**config.mk**
```make
export PLATFORM = sky130hd
export DESIGN_NAME = eth_reset_sequencer
export DESIGN_NICKNAME = d
export VERILOG_FILES = /design/src/rtl/eth_reset_sequencer.sv
export SDC_FILE = /design/constraint.sdc
export NUM_CORES = 1
export LEC_CHECK = 0
export CORE_MARGIN = 3
export CORE_UTILIZATION = 50
export CTS_BUF_LIST = sky130_fd_sc_hd__clkbuf_8
export DETAILED_ROUTE_END_ITERATION = 10
export PLACE_DENSITY = 0.7
export SYNTH_ARGS = -nofsm -noshare
export SYNTH_HDL_FRONTEND = slang
export SYNTH_SLANG_ARGS = --single-unit
```
**constraint.sdc**
```tcl
create_clock -name clk -period 3.09 [get_ports clk]
set_input_delay 0.7725 -clock clk [delete_from_list [all_inputs] [get_ports clk]]
set_output_delay 0.7725 -clock clk [all_outputs]
set_load 0.03 [all_outputs]
```
**src/rtl/eth_reset_sequencer.sv**
```systemverilog
// Ethernet subsystem reset sequencer.
// Waits for PLL lock and a debounced push-button release. It then pulses the PHY
// hardware reset, waits for the PHY to come up, and finally releases sys_rst_n.
// The sequence re-runs on lock loss, on a button press, or on a soft reset from S_RUN.
module eth_reset_sequencer #(
  parameter int DEBOUNCE_CYC = 16,
  parameter int PHY_RST_CYC  = 500000,
  parameter int PHY_WAIT_CYC = 250000
) (
  input  logic       clk,
  input  logic       rst_n,
  input  logic       pll_locked,
  input  logic       btn_rst_n,
  input  logic       soft_rst,
  output logic       phy_rst_n,
  output logic       sys_rst_n,
  output logic       seq_done,
  output logic [1:0] state
);

  localparam int CNT_MAX = (PHY_RST_CYC > PHY_WAIT_CYC) ? PHY_RST_CYC : PHY_WAIT_CYC;
  localparam int CNT_W   = $clog2(CNT_MAX + 1);
  localparam int DB_W    = $clog2(DEBOUNCE_CYC + 1);

  // The counters load "cycles - 1" and count down to zero, so zero marks the final cycle.
  localparam logic [CNT_W-1:0] RST_LOAD  = CNT_W'(PHY_RST_CYC - 1);
  localparam logic [CNT_W-1:0] WAIT_LOAD = CNT_W'(PHY_WAIT_CYC - 1);
  localparam logic [DB_W-1:0]  DB_LAST   = DB_W'(DEBOUNCE_CYC - 1);

  typedef enum logic [1:0] {
    S_HOLD     = 2'd0,
    S_PHY_RST  = 2'd1,
    S_PHY_WAIT = 2'd2,
    S_RUN      = 2'd3
  } state_t;

  // Asynchronous inputs. Bit 0 is the PLL lock and bit 1 is the push-button.
  logic [1:0] async_in;
  logic [1:0] sync_out;
  logic       lock_s;
  logic       btn_s;

  assign async_in = {btn_rst_n, pll_locked};

  genvar gi;
  generate
    for (gi = 0; gi < 2; gi++) begin : g_sync
      logic meta_reg;
      logic sync_reg;
      // Two-flop synchronizer. It clears to 0, which reads as "unlocked / pressed".
      always_ff @(posedge clk or negedge rst_n) begin
        if (!rst_n) begin
          meta_reg <= 1'b0;
          sync_reg <= 1'b0;
        end else begin
          meta_reg <= async_in[gi];
          sync_reg <= meta_reg;
        end
      end
      assign sync_out[gi] = sync_reg;
    end
  endgenerate

  assign lock_s = sync_out[0];
  assign btn_s  = sync_out[1];

  // Debounce logic for the button.
  logic            btn_db_reg;
  logic [DB_W-1:0] db_cnt_reg;

  // The debounced button flips only after DEBOUNCE_CYC consecutive mismatching cycles.
  always_ff @(posedge clk or negedge rst_n) begin
    if (!rst_n) begin
      btn_db_reg <= 1'b0;
      db_cnt_reg <= '0;
    end else if (btn_s == btn_db_reg) begin
      db_cnt_reg <= '0;
    end else if (db_cnt_reg == DB_LAST) begin
      btn_db_reg <= ~btn_db_reg;
      db_cnt_reg <= '0;
    end else begin
      db_cnt_reg <= db_cnt_reg + DB_W'(1);
    end
  end

  logic abort;
  assign abort = !lock_s || !btn_db_reg;

  // Sequencer FSM.
  state_t           state_reg;
  state_t           state_next;
  logic [CNT_W-1:0] cnt_reg;
  logic [CNT_W-1:0] cnt_next;
  logic             phy_rst_n_reg;
  logic             sys_rst_n_reg;
  logic             seq_done_reg;

  // Next-state logic. Priority is abort first, then soft_rst, then counter expiry.
  always_comb begin
    state_next = state_reg;
    cnt_next   = cnt_reg;
    if (abort) begin
      state_next = S_HOLD;
      cnt_next   = '0;
    end else begin
      case (state_reg)
        S_HOLD: begin
          state_next = S_PHY_RST;
          cnt_next   = RST_LOAD;
        end
        S_PHY_RST: begin
          if (cnt_reg == '0) begin
            state_next = S_PHY_WAIT;
            cnt_next   = WAIT_LOAD;
          end else begin
            cnt_next = cnt_reg - CNT_W'(1);
          end
        end
        S_PHY_WAIT: begin
          if (cnt_reg == '0) begin
            state_next = S_RUN;
          end else begin
            cnt_next = cnt_reg - CNT_W'(1);
          end
        end
        S_RUN: begin
          // A soft reset restarts the full PHY pulse and wait sequence.
          if (soft_rst) begin
            state_next = S_PHY_RST;
            cnt_next   = RST_LOAD;
          end
        end
        default: begin
          state_next = S_HOLD;
          cnt_next   = '0;
        end
      endcase
    end
  end

  // State register. The outputs are decoded from next-state, so they move on the same edge as state.
  always_ff @(posedge clk or negedge rst_n) begin
    if (!rst_n) begin
      state_reg     <= S_HOLD;
      cnt_reg       <= '0;
      phy_rst_n_reg <= 1'b0;
      sys_rst_n_reg <= 1'b0;
      seq_done_reg  <= 1'b0;
    end else begin
      state_reg     <= state_next;
      cnt_reg       <= cnt_next;
      phy_rst_n_reg <= (state_next == S_PHY_WAIT) || (state_next == S_RUN);
      sys_rst_n_reg <= (state_next == S_RUN);
      seq_done_reg  <= (state_next == S_RUN);
    end
  end

  assign phy_rst_n = phy_rst_n_reg;
  assign sys_rst_n = sys_rst_n_reg;
  assign seq_done  = seq_done_reg;
  assign state     = state_reg;

endmodule
```
==> results of run 1 <==
## power groups by stage
stage	sequential, mW	clock [mW]	combinational [mW]
floorplan	0.449	0	0.00719
global placement	0.449	0	0.0223
detailed placement	0.450	0	0.0236
CTS	0.442	0.411	0.0239
global route	0.442	0.440	0.0269
finish	0.442	0.412	0.0230
## cell usage in the layout, fill, tap and decap left out, drive strengths merged, types with 2 or more instances in the layout
cell type	instances
and3	2
and2	3
nand2b	4
nand3	5
or4	7
dfrtp	33
or3b	2
a21oi	4
a21o	5
or3	3
buf	3
a2111oi	2
nor2	12
nor2b	2
nor4	7
nor3	9
a211oi	3
xor2	3
a31oi	4
o311ai	2
clkbuf	5
clkdlybuf4s50	9
o31ai	6
nand2	12
inv	7
o21ai	18
a211o	2
a22o	12
or2	4
ha	7
## through the flow
stage	area [sq um]	hold WS, ns
after global routing	2197	0.3768
after floorplan	1974	0.3312
after CTS	2197	0.3622
after global placement	2082	0.3444
after detailed placement	2082	0.3456
final	2197	0.3554
## path summary, 6_finish.rpt
path,startpoint,to,slack [ns],cells after the start
worst max-delay path,cnt_reg[0],cnt_reg[14],0.67,7
worst min-delay path,g_sync[1].meta_reg,btn_s,0.36,0
worst max register to register,cnt_reg[0],cnt_reg[14],0.67,7
worst min register to register,g_sync[1].meta_reg,btn_s,0.36,0
max in group asynchronous,rst_n,cnt_reg[5],1.91,2
min in group asynchronous,rst_n,cnt_reg[16],0.88,2
## layer usage
metal / global-route usage [%] / up-vias
met3: 6.159 / 13
met1: 27.12 / 773
met2: 34.88 / 77
met4: 9.002 / 0
met5: 0 / -
li1: - / 782
## final cells by class
type	instances	area, sq um	area share [%]
clock buffer	5	68.82	3.132
tap	48	60.06	2.733
sequential	33	825.8	37.59
clock inverter	3	46.29	2.107
multi-input combinational	150	1057	48.12
inverter	7	26.28	1.196
timing repair buffer	12	112.6	5.125
## worst reg2reg max path, delay by kind of cell, from the launching register on
family                   cells  cell delay (ns)
AND/OR/NAND/NOR              3             1.19
adder cells (fa/ha/maj)      1             0.20
AO/OA/AOI/OAI                2             0.41
buffers and inverters        1             0.10
flip-flops                   1             0.41
## logic make-up (layout without fill, tap and decap cells)
group / Yosys count / after routing / synth area share (%)
and+or+nand+nor: 74 / 74 / 23.26
DFF: 33 / 33 / 41.82
AOI/OAI and AO/OA: 65 / 65 / 23.96
adders and majority gates: 7 / 7 / 4.436
muxes: 1 / 1 / 0.5703
xor gates and xnor gates: 3 / 3 / 1.331
buffers and inverters: 15 / 27 / 4.626
==> flow_summary.json, run 1 <==
{
  "ios": 10,
  "powerDensity_nw_per_um2": 399.1,
  "dieArea_sq_um": 4739,
  "avgViaCountPerCell": 6.376,
  "vdd_ir_drop_max_v": 0.0003642,
  "ys_ff_latch": 33,
  "ctsHoldBuffers": 0,
  "drive_gt1_share_pct": 13.33,
  "hold_path.class": "reg2reg",
  "yosysTopAreaCellShare_pct": 41.83,
  "vias": 1645,
  "nets": 221,
  "coreArea_sq_um": 3744,
  "post_drt_wl_per_cell_um": 16.78,
  "relSlewSlack_pct": 61.58,
  "synthFlopType": "dfrtp_1",
  "worstPathRequired_ns": 3.28,
  "grt_pass1_wl_mm": 7.486,
  "max_freq_ghz": 0.4131,
  "switching_power_mw": 0.1886,
  "drtIter0Drc": 144,
  "worst_slack_ns": 0.6691,
  "placed_cells": 250,
  "dr_wl_met2_mm": 2.033,
  "power.share.combinational_pct": 2.6,
  "cts_tree": "done",
  "dr_wl_met3_um": 345,
  "yosysMostFrequentCell": "dfrtp_1",
  "arrival_ns": 2.61,
  "numCtsBuffers": 5,
  "grt_max_degree": 34,
  "final_util_pct": 58.69,
  "synth_area_leaders": "dfrtp_1 (42%), a22o_1 (5.3%), ha_1 (4.4%), o21ai_0 (3.0%), buf_6 (2.3%)",
  "die_y_um": 68.84,
  "drtAntennaViolNets": 0,
  "cts_setup_buffers": 0,
  "cp.buffers_inverters": 1,
  "path_max_fanout": 6,
  "postSynthNetCount": 210,
  "ctsResizeCount": 0,
  "syn_inst": 198,
  "antenna_found_initial": 0,
  "antennaDiodeCount": 0,
  "hold_viol": 0,
  "ys_top_cells_by_count": "dfrtp_1 (33), a22o_1 (12), o21ai_0 (12)",
  "wl_met1_mm": 1.855,
  "cts-root-buf": "clkbuf_8",
  "n_fill_cell": 329,
  "fin_setup_tns_ns": 0,
  "setup_viol": 0,
  "ys_types": 50,
  "grt_setup_unrepaired": "false",
  "routed.top_layer": "met4",
  "grt_pass1_vias": 1588,
  "groute.usage.overall_pct": 21.64,
  "worst_pin_slew_ns": 0.5687,
  "outcome": "completed",
  "clock-sinks": 33,
  "synth_edf_count": 0,
  "start_kind": "flip-flop",
  "gp_congestion": 0.9341,
  "cp_slowest_cell": "nor3b_1",
  "cts_buffer_depth": 2,
  "fin_crit_sh_pct": 78.35,
  "area_growth_pct": 11.28,
  "fin_cells": 258,
  "placementRows": 22,
  "drv_slew": 0,
  "largest_reg_flops": 19,
  "p_clk_share_pct": 47.0,
  "syn_area_per_cell_sq_um": 9.972,
  "start_util_pct": 52.74,
  "crit_chain": "inv_1 -> ha_1 -> nor3b_1 -> nand2_1 -> or3_1 -> a21o_1 -> a22o_1",
  "worstSetupEndpointType": "flip-flop",
  "ys.warnings.count": 0,
  "grt-ovfl-total": 0,
  "synth_top_cell_by_area": "dfrtp_1",
  "final.min_clock_period_ns": 2.421,
  "crit_path_max_incr_delay_ns": 0.51,
  "synth_seq_area_share_pct": 41.83,
  "maxCapViolations": 0,
  "hpwl_mm": 3.127,
  "crit_family": "simple AND/OR/NAND/NOR gates",
  "synth-async-reset-ratio_pct": 100.0,
  "seqPwrFrac_pct": 50.4,
  "power.leakage_nw": 1.017,
  "clk_pin_slew_worst_paths_ns": 0.07,
  "p_total_mw": 0.8769,
  "die_w_um": 68.84,
  "skew_ns": 0.008090,
  "port-buffer-count": 9,
  "sw_frac_of_total_pct": 21.51,
  "clock_latency_ns": 0.30,
  "pre_cts_ws_ns": 0.6056,
  "syn_area_sq_um": 1974,
  "wl_mm": 4.328,
  "p_int_mw": 0.6883,
  "ctsHtreeMaxLevel": 2,
  "drc": 0,
  "worstSetupPathType": "reg2reg",
  "firstDrtPassIters": 4
}
Note: power is estimated with default switching activity, not from simulation.
==> run 2, diff against run 1 <==
Settings changed: PLACE_DENSITY 0.7 to 0.73.
Clock period 3.09 ns to 2.2 ns, I/O delays scaled along.
==> run 2 against run 1 <==
  * Die area unchanged
  * Global-route usage up 0.74 points
  * Total power up 42%
  * Clock skew up 0.0011 ns
  * Wire length up 18%
  * Sequential power up 40%
  * Via count up 9.3%
  * Clock power up 43%
  * Worst setup slack worse by 0.63 ns
  * Critical path type unchanged
==> flow_summary.json, run 2 (same netlist as run 1, synthesis figures left out) <==
{
  "final_cell_mix": "dfrtp_1 (33), buf_4 (29), a22o_1 (12)",
  "outcome": "completed",
  "clk_pin_slew_worst_paths_ns": 0.07,
  "drv_slew": 0,
  "cp_slowest_cell": "or4_4",
  "gp_congestion": 0.8613,
  "vdd_ir_drop_max_v": 0.0003726,
  "avgViaCountPerCell": 6.309,
  "vias": 1798,
  "clock-sinks": 33,
  "grt_pass1_wl_mm": 7.824,
  "wl_met1_mm": 2.225,
  "groute.usage.overall_pct": 22.38,
  "worstSetupPathType": "reg2reg",
  "dr_wl_met3_um": 258,
  "max_freq_ghz": 0.4637,
  "largest_reg_flops": 19,
  "die_w_um": 68.84,
  "final_util_pct": 66.01,
  "crit_chain": "or4_4 -> or2_1 -> or3_1 -> a21o_1 -> a22o_1",
  "path_depth": 5,
  "dr_wl_met2_mm": 2.524,
  "grt_setup_unrepaired": "true",
  "grt-ovfl-total": 0,
  "maxCapViolations": 0,
  "layout_commonest_cell": "dfrtp_1",
  "setup_viol": 0,
  "hold_viol": 0,
  "start_kind": "flip-flop",
  "relSlewSlack_pct": 68.74,
  "ios": 10,
  "fin_setup_tns_ns": 0,
  "die_y_um": 68.84,
  "drtAntennaViolNets": 0,
  "hold_slack_ns": 0.3544,
  "post_drt_wl_per_cell_um": 17.92,
  "cts_buffer_depth": 2,
  "ctsHoldBuffers": 0,
  "fin_cells": 285,
  "port-buffer-count": 9,
  "skew_ns": 0.009167,
  "placed_cells": 272,
  "powerDensity_nw_per_um2": 503.1,
  "worstPathRequired_ns": 2.38,
  "placementRows": 22,
  "fin_crit_sh_pct": 98.03,
  "final.min_clock_period_ns": 2.157,
  "grt_pass1_vias": 1696,
  "drtIter0Drc": 183,
  "ctsHtreeMaxLevel": 2,
  "dieArea_sq_um": 4739,
  "cts-root-buf": "clkbuf_8",
  "hold_path.class": "reg2reg",
  "crit_family": "simple AND/OR/NAND/NOR gates",
  "hpwl_mm": 3.504,
  "coreArea_sq_um": 3744,
  "wl_mm": 5.106,
  "power.leakage_nw": 1.156,
  "cp.buffers_inverters": 0,
  "firstDrtPassIters": 4,
  "cts_tree": "done",
  "drc": 0,
  "area_growth_pct": 25.16,
  "antennaDiodeCount": 0,
  "antenna_found_initial": 0,
  "routed.top_layer": "met4",
  "grt_max_degree": 34,
  "rr_worst_depth": 5,
  "arrival_ns": 2.34,
  "numCtsBuffers": 5,
  "nets": 248,
  "drive_gt1_share_pct": 27.43,
  "hold_depth": 0,
  "crit_path_max_incr_delay_ns": 0.57,
  "start_util_pct": 52.74,
  "worst_pin_slew_ns": 0.4647,
  "worst_slack_ns": 0.04330,
  "worstSetupEndpointType": "flip-flop",
  "clock_latency_ns": 0.30,
  "pre_cts_ws_ns": -0.04520,
  "path_max_fanout": 5
}
run 2: cell count changes in the layout (fill, tap and decap cells not counted), moves of 2 or more:
cell	delta
ha_2	+3
inv_2	+2
buf_4	+26
inv_1	-2
ha_1	-3
run 2: repair_timing:
| action | CTS | global route |
|---|---|---|
| gates resized for setup | 3 | 15 |
| pin swaps | 1 | 8 |
| endpoints found under the setup margin | 7 | 18 |
| buffers inserted | 1 | 4 |
run 2: final timing paths:
| check | end | start | slack, ns |
|---|---|---|---|
| max | cnt_reg[14] | cnt_reg[8] | 0.04 |
| min | g_sync[0].sync_reg | g_sync[0].meta_reg | 0.35 |
| max reg2reg | cnt_reg[14] | cnt_reg[8] | 0.04 |
| min reg2reg | g_sync[0].sync_reg | g_sync[0].meta_reg | 0.35 |
| max in group asynchronous | cnt_reg[10] | rst_n | 1.23 |
| min in group asynchronous | phy_rst_n | rst_n | 0.65 |
run 2: area by class of cell:
type                       count  area [sq um]
clock buffer                   5         68.82
clock inverter                 3         46.29
tap                           48         60.06
sequential                    33         825.8
inverter                       7         26.28
multi-input combinational    150          1125
fill                         307          1272
timing repair buffer          39         319.1
run 2: power breakdown:
group | switching (mW) | internal (mW)
clock | 0.250 | 0.339
sequential | 0.00544 | 0.615
combinational | 0.0204 | 0.0143
run 2: routing by layer:
metal | vias up | GRT usage, %
li1 | 832 | -
met1 | 894 | 27.57
met2 | 59 | 37.02
met3 | 13 | 6.321
met4 | 0 | 8.516
met5 | - | 0
run 2: per-stage QoR:
step / power (mW) / area [sq um]
floorplan: 0.6406 / 1974
global placement: 0.6633 / 2247
detailed placement: 0.6667 / 2247
CTS: 1.250 / 2391
global route: 1.286 / 2471
finish: 1.243 / 2471
